`src/rtl/fc_result_reader.sv`:
```
// SRAM f class-score reader: streams the ten FC2 scores over valid/ready
// and tracks the signed argmax for the host-side result interface.
module fc_result_reader #(
   parameter int DATA_WIDTH             = 8,
   parameter int DATA_NUM_PER_SRAM_ADDR = 4,
   parameter int CLASS_NUM              = 10
) (
   input  logic                  clk,
   input  logic                  srstn,
   input  logic                  fc2_done,
   output logic [9:0]            sram_raddr_f,
   input  logic [DATA_WIDTH*DATA_NUM_PER_SRAM_ADDR-1:0] sram_rdata_f,
   output logic                  score_valid,
   input  logic                  score_ready,
   output logic [DATA_WIDTH-1:0] score_data,
   output logic [3:0]            score_idx,
   output logic                  result_valid,
   output logic [3:0]            result_class,
   output logic [DATA_WIDTH-1:0] result_score,
   input  logic                  result_ack,
   output logic                  busy
);

   localparam int WORD_W  = DATA_WIDTH * DATA_NUM_PER_SRAM_ADDR;
   localparam int BYTE_CW = $clog2(DATA_NUM_PER_SRAM_ADDR);
   localparam logic [BYTE_CW-1:0] LAST_BYTE =
      BYTE_CW'(DATA_NUM_PER_SRAM_ADDR - 1);
   localparam logic [3:0] LAST_IDX = 4'(CLASS_NUM - 1);

   typedef enum logic [2:0] {
      S_IDLE,
      S_FETCH,
      S_LATCH,
      S_STREAM,
      S_DONE
   } state_t;

   state_t                r_state;
   logic [9:0]            r_ptr;
   logic [9:0]            r_raddr;
   logic [BYTE_CW-1:0]    r_byte;
   logic [WORD_W-1:0]     r_buf;
   logic                  r_vld;
   logic [DATA_WIDTH-1:0] r_data;
   logic [3:0]            r_idx;
   logic                  r_rvld;
   logic [3:0]            r_cls;
   logic [DATA_WIDTH-1:0] r_max;

   logic w_accept;
   logic w_gt;

   assign w_accept = r_vld & score_ready;
   assign w_gt     = $signed(r_data) > $signed(r_max);

   assign sram_raddr_f = r_raddr;
   assign score_valid  = r_vld;
   assign score_data   = r_data;
   assign score_idx    = r_idx;
   assign result_valid = r_rvld;
   assign result_class = r_cls;
   assign result_score = r_max;
   assign busy = (r_state != S_IDLE) && (r_state != S_DONE);

   always_ff @(posedge clk or negedge srstn) begin
      if (!srstn) begin
         r_state <= S_IDLE;
         r_ptr   <= '0;
         r_raddr <= '0;
         r_byte  <= '0;
         r_buf   <= '0;
         r_vld   <= 1'b0;
         r_data  <= '0;
         r_idx   <= '0;
         r_rvld  <= 1'b0;
         r_cls   <= '0;
         r_max   <= '0;
      end else begin
         unique case (r_state)
            S_IDLE: begin
               if (fc2_done) begin
                  r_state <= S_FETCH;
                  r_ptr   <= '0;
                  r_raddr <= '0;
                  r_byte  <= '0;
                  r_idx   <= '0;
               end
            end
            S_FETCH: begin
               r_state <= S_LATCH;
            end
            S_LATCH: begin
               r_buf   <= sram_rdata_f;
               r_data  <= sram_rdata_f[WORD_W-1 -: DATA_WIDTH];
               r_vld   <= 1'b1;
               r_state <= S_STREAM;
            end
            S_STREAM: begin
               if (w_accept) begin
                  // index 0 seeds the max; ties keep the earlier class
                  if (r_idx == 4'd0 || w_gt) begin
                     r_max <= r_data;
                     r_cls <= r_idx;
                  end
                  if (r_idx == LAST_IDX) begin
                     r_vld   <= 1'b0;
                     r_rvld  <= 1'b1;
                     r_state <= S_DONE;
                  end else begin
                     r_idx <= r_idx + 4'd1;
                     if (r_byte == LAST_BYTE) begin
                        r_vld   <= 1'b0;
                        r_byte  <= '0;
                        r_ptr   <= r_ptr + 10'd1;
                        r_raddr <= r_ptr + 10'd1;
                        r_state <= S_FETCH;
                     end else begin
                        r_byte <= r_byte + BYTE_CW'(1);
                        r_buf  <= {r_buf[WORD_W-DATA_WIDTH-1:0],
                                   {DATA_WIDTH{1'b0}}};
                        r_data <= r_buf[WORD_W-DATA_WIDTH-1 -: DATA_WIDTH];
                     end
                  end
               end
            end
            S_DONE: begin
               if (fc2_done) begin
                  r_rvld  <= 1'b0;
                  r_state <= S_FETCH;
                  r_ptr   <= '0;
                  r_raddr <= '0;
                  r_byte  <= '0;
                  r_idx   <= '0;
               end else if (result_ack) begin
                  r_rvld  <= 1'b0;
                  r_state <= S_IDLE;
               end
            end
            default: begin
               r_state <= S_IDLE;
            end
         endcase
      end
   end

endmodule
```
`config.mk`:
```
export PLATFORM = sky130hd
export DESIGN_NAME = fc_result_reader
export DESIGN_NICKNAME = d
export VERILOG_FILES = /design/src/rtl/fc_result_reader.sv
export SDC_FILE = /design/constraint.sdc
export NUM_CORES = 1
export LEC_CHECK = 0
export CAP_MARGIN = 20
export CELL_PAD_IN_SITES_DETAIL_PLACEMENT = 1
export CELL_PAD_IN_SITES_GLOBAL_PLACEMENT = 1
export CORE_UTILIZATION = 30
export DETAILED_ROUTE_END_ITERATION = 8
export PLACE_DENSITY = 0.67
export SETUP_SLACK_MARGIN = 0.5
export SYNTH_ARGS = -nofsm -noshare
export SYNTH_HDL_FRONTEND = slang
export SYNTH_SLANG_ARGS = --single-unit
```
`constraint.sdc`:
```
create_clock -name clk -period 2.26 [get_ports clk]
set_clock_uncertainty 0.2 [all_clocks]
set_input_delay 0.565 -clock clk [delete_from_list [all_inputs] [get_ports clk]]
set_output_delay 0.565 -clock clk [all_outputs]
set_load 0.01 [all_outputs]
```
==> results.json <==
{
  "synth.distinct_cells": 40,
  "clk_latency_ns": 0.35,
  "internal-power_uw": 4249,
  "die_w_um": 106.6,
  "slowest_stage": "dfrtp_1",
  "cellPowerDensity_nw_per_um2": 1165,
  "crit_arrival_ns": 2.35,
  "synth_edf_count": 0,
  "initial_core_util": 0.3139,
  "ios": 74,
  "drc": 0,
  "synth_warnings": 0,
  "min_period_ns": 2.320,
  "grt_max_degree": 25,
  "io_buffers": 73,
  "setup_ws_ns": -0.06046,
  "synthFlopType": "dfrtp_1",
  "seq_power_share": 0.274,
  "status": "finished with violations",
  "fin_area_sq_um": 5879,
  "max_stage_delay_ns": 0.39,
  "peakVddDrop_mv": 0.4708,
  "wl_met3_um": 316,
  "cts_inserted_buffers": 9,
  "rows": 37,
  "die_y_um": 106.6,
  "holdWs_ns": 0.2910,
  "ff2ff_path_depth": 8,
  "ys_async_sr_fraction": 1.000,
  "dr.pass1.iters": 4,
  "num_vias": 3078,
  "cp_max_fo": 12,
  "synth.avg_cell_area_sq_um": 10.46,
  "avgViaCountPerCell": 4.949,
  "cp.required_ns": 2.29,
  "cp.buffers_inverters": 2,
  "yosysSeqAreaShare": 0.4952,
  "r2r_start": "result_score[6]",
  "max-slew-margin-rel": 0.6479,
  "cap_violations": 0,
  "path_cells": "inv_2 -> ha_4 -> nand4_4 -> o221a_4 -> o31ai_4 -> mux2i_2 -> buf_12 -> mux2_1",
  "n_antenna_cell": 0,
  "pwr-share-clk": 0.166,
  "gp_congestion": 0.7641,
  "swShare": 0.3795,
  "syn_to_final_growth_pct": 79.01,
  "critPathLaunchType": "flip-flop",
  "syn_inst": 314,
  "routed_wirelength_mm": 12.21,
  "fillCellCount": 1102,
  "hold_viol_final": 0,
  "dieArea_sq_um": 11370,
  "routed.top_layer": "met4",
  "violations": "setup timing",
  "p_switching_uw": 2598,
  "syn_area_sq_um": 3284,
  "crit_end": "result_score[7]",
  "cts_root_buffer": "clkbuf_8",
  "antenna_left": 0,
  "hpwl_mm": 6.145,
  "wire_per_inst_um": 19.64,
  "cts_tree": "done",
  "hold_depth": 2,
  "antenna_found_initial": 0,
  "grt_overflow": 0,
  "fin_nets": 531,
  "cts_buffer_depth": 2,
  "end_kind": "flip-flop",
  "worst_pin_slew_ns": 0.5281,
  "p_leak_uw": 0.002837,
  "drive_gt1_frac": 0.5267,
  "core_area_sq_um": 10460,
  "synth_fp_nets": 364,
  "cpLargestDelayFamily": "multiplexers",
  "hold_class": "reg -> reg",
  "grtUsageTotal": 0.2008,
  "h-tree-depth": 3,
  "rsz0062_at_grt": "true",
  "reg2reg_to": "result_score[7]",
  "synth-seq-cells": 65,
  "clock-sinks": 65,
  "period_share": 1.027,
  "drt-met1-wl_mm": 5.150,
  "slew_violations": 0,
  "grt_pass1_vias": 3332,
  "grt_pass1_wl_mm": 17.39,
  "met2_length_mm": 6.441,
  "cp_num_cells": 8,
  "regToRegSetupSlack_ns": -0.06,
  "worstSetupStartpoint": "result_score[6]",
  "clk_pin_slew_ns": 0.09,
  "fmax_mhz": 430.9,
  "crit_type": "reg -> reg",
  "setup_violations": 12,
  "power_uw": 6848,
  "pwr-share-comb": 0.560,
  "drt_iter0_markers": 117,
  "place_area_sq_um": 4487
}
-- per-layer routing --
metal | global-route usage | up-vias
met2 | 0.3387 | 67
met3 | 0.03404 | 20
met5 | 0 | -
met1 | 0.2514 | 1560
met4 | 0.09002 | 0
li1 | - | 1431
-- cell usage in the layout (no fill, tap or decap), types with 6 or more instances in the layout --
cell type | synthesis | routed
dfrtp_1 | 65 | 56
dfrtp_2 | 0 | 9
ha_1 | 13 | 8
clkbuf_8 | 0 | 9
mux2i_1 | 24 | 24
nand2_1 | 49 | 25
buf_16 | 0 | 7
buf_6 | 3 | 55
nand2_4 | 0 | 19
nand2_2 | 1 | 6
clkdlybuf4s50_1 | 0 | 33
o21ai_1 | 36 | 9
mux2_4 | 10 | 11
a21oi_2 | 2 | 6
xor2_1 | 8 | 8
buf_4 | 0 | 47
o21ai_2 | 0 | 25
nand2b_1 | 8 | 8
nor2_1 | 14 | 11
inv_1 | 15 | 10
clkdlybuf4s15_1 | 0 | 6
clkbuf_2 | 0 | 9
-- worst min-delay path by stage --
stage              start   endpoint
3_5_place_dp   r_buf[23]  r_buf[23]
4_1_cts         r_buf[0]   r_buf[0]
6_report        r_buf[0]   r_buf[0]
5_1_grt         r_buf[2]   r_buf[2]
2_1_floorplan      srstn   r_buf[0]
3_3_place_gp    r_buf[0]   r_buf[0]
-- power by group through the flow --
| stage | sequential [uW] | clock, uW | combinational (uW) |
|---|---|---|---|
| 2_1_floorplan | 1920 | 0 | 1390 |
| 3_3_place_gp | 1870 | 0 | 2280 |
| 3_5_place_dp | 1890 | 0 | 2350 |
| 4_1_cts | 1830 | 1130 | 3380 |
| 5_1_grt | 1920 | 1210 | 4090 |
| 6_report | 1880 | 1130 | 3840 |
-- synth_stat cells (5+ instances only) --
cell | instances | area [sq um]
a21oi_1 | 9 | 45.04
buf_2 | 8 | 40.04
dfrtp_1 | 65 | 1627
ha_1 | 13 | 162.7
inv_1 | 15 | 56.30
mux2_4 | 10 | 150.1
mux2i_1 | 24 | 240.2
nand2_1 | 49 | 183.9
nand2b_1 | 8 | 50.05
nand3_1 | 6 | 30.03
nand4_1 | 5 | 31.28
nor2_1 | 14 | 52.55
o21ai_1 | 36 | 180.2
xor2_1 | 8 | 70.07
-- tightest hold or removal path, cell delays in order, from the launching register on --
cell and delay [ns]:
dfrtp_1 0.36, nand2_1 0.06, o21ai_2 0.05
-- kinds of logic after synthesis --
group,count (synthesis),synth area share
multiplexers,37,0.1299
buffers and inverters,28,0.04190
AO/OA/AOI/OAI,63,0.1143
AND/OR/NAND/NOR,100,0.1478
flip-flops,65,0.4952
adder cells (fa/ha/maj),13,0.04953
XOR/XNOR,8,0.02133
-- final cells by class --
class / count / area (sq um) / area share
timing repair buffer: 169 / 1755 / 0.2986
clock inverter: 6 / 91.34 / 0.01554
sequential: 65 / 1638 / 0.2786
tap: 136 / 170.2 / 0.02894
multi-input combinational: 221 / 2038 / 0.3467
inverter: 15 / 58.81 / 0.01000
clock buffer: 10 / 127.6 / 0.02171
-- timing repair --
action | 4_1_cts | 5_1_grt
setup endpoints to repair | 98 | 93
buffers inserted | 42 | 16
cloned | 7 | 0
resized for setup | 228 | 65
endpoints found under the hold margin | 9 | 0
hold buffers | 1 | 0
pin swaps | 37 | 24
-- sequential cells by signal, indices dropped and copies added, names as in the netlist --
signal	flops
result_class	4
score_idx	4
result_valid	1
score_data	8
sram_raddr_f	10
r_state	3
r_buf	24
score_valid	1
r_byte	2
result_score	8
-- per-stage QoR --
stage / TNS [ns] / instances / setup slack (ns) / utilization
after floorplan: -0.2188 / 314 / -0.02188 / -
after global placement: -0.02772 / 540 / -0.01403 / 0.4288
after detailed placement: -1.270 / 540 / -0.06883 / 0.4288
after CTS: -0.5577 / 606 / -0.06748 / 0.5330
after global routing: -1.405 / 622 / -0.1372 / 0.5619
final: -0.4618 / 622 / -0.06046 / 0.5619
Note: power is estimated with default switching activity, not from simulation.
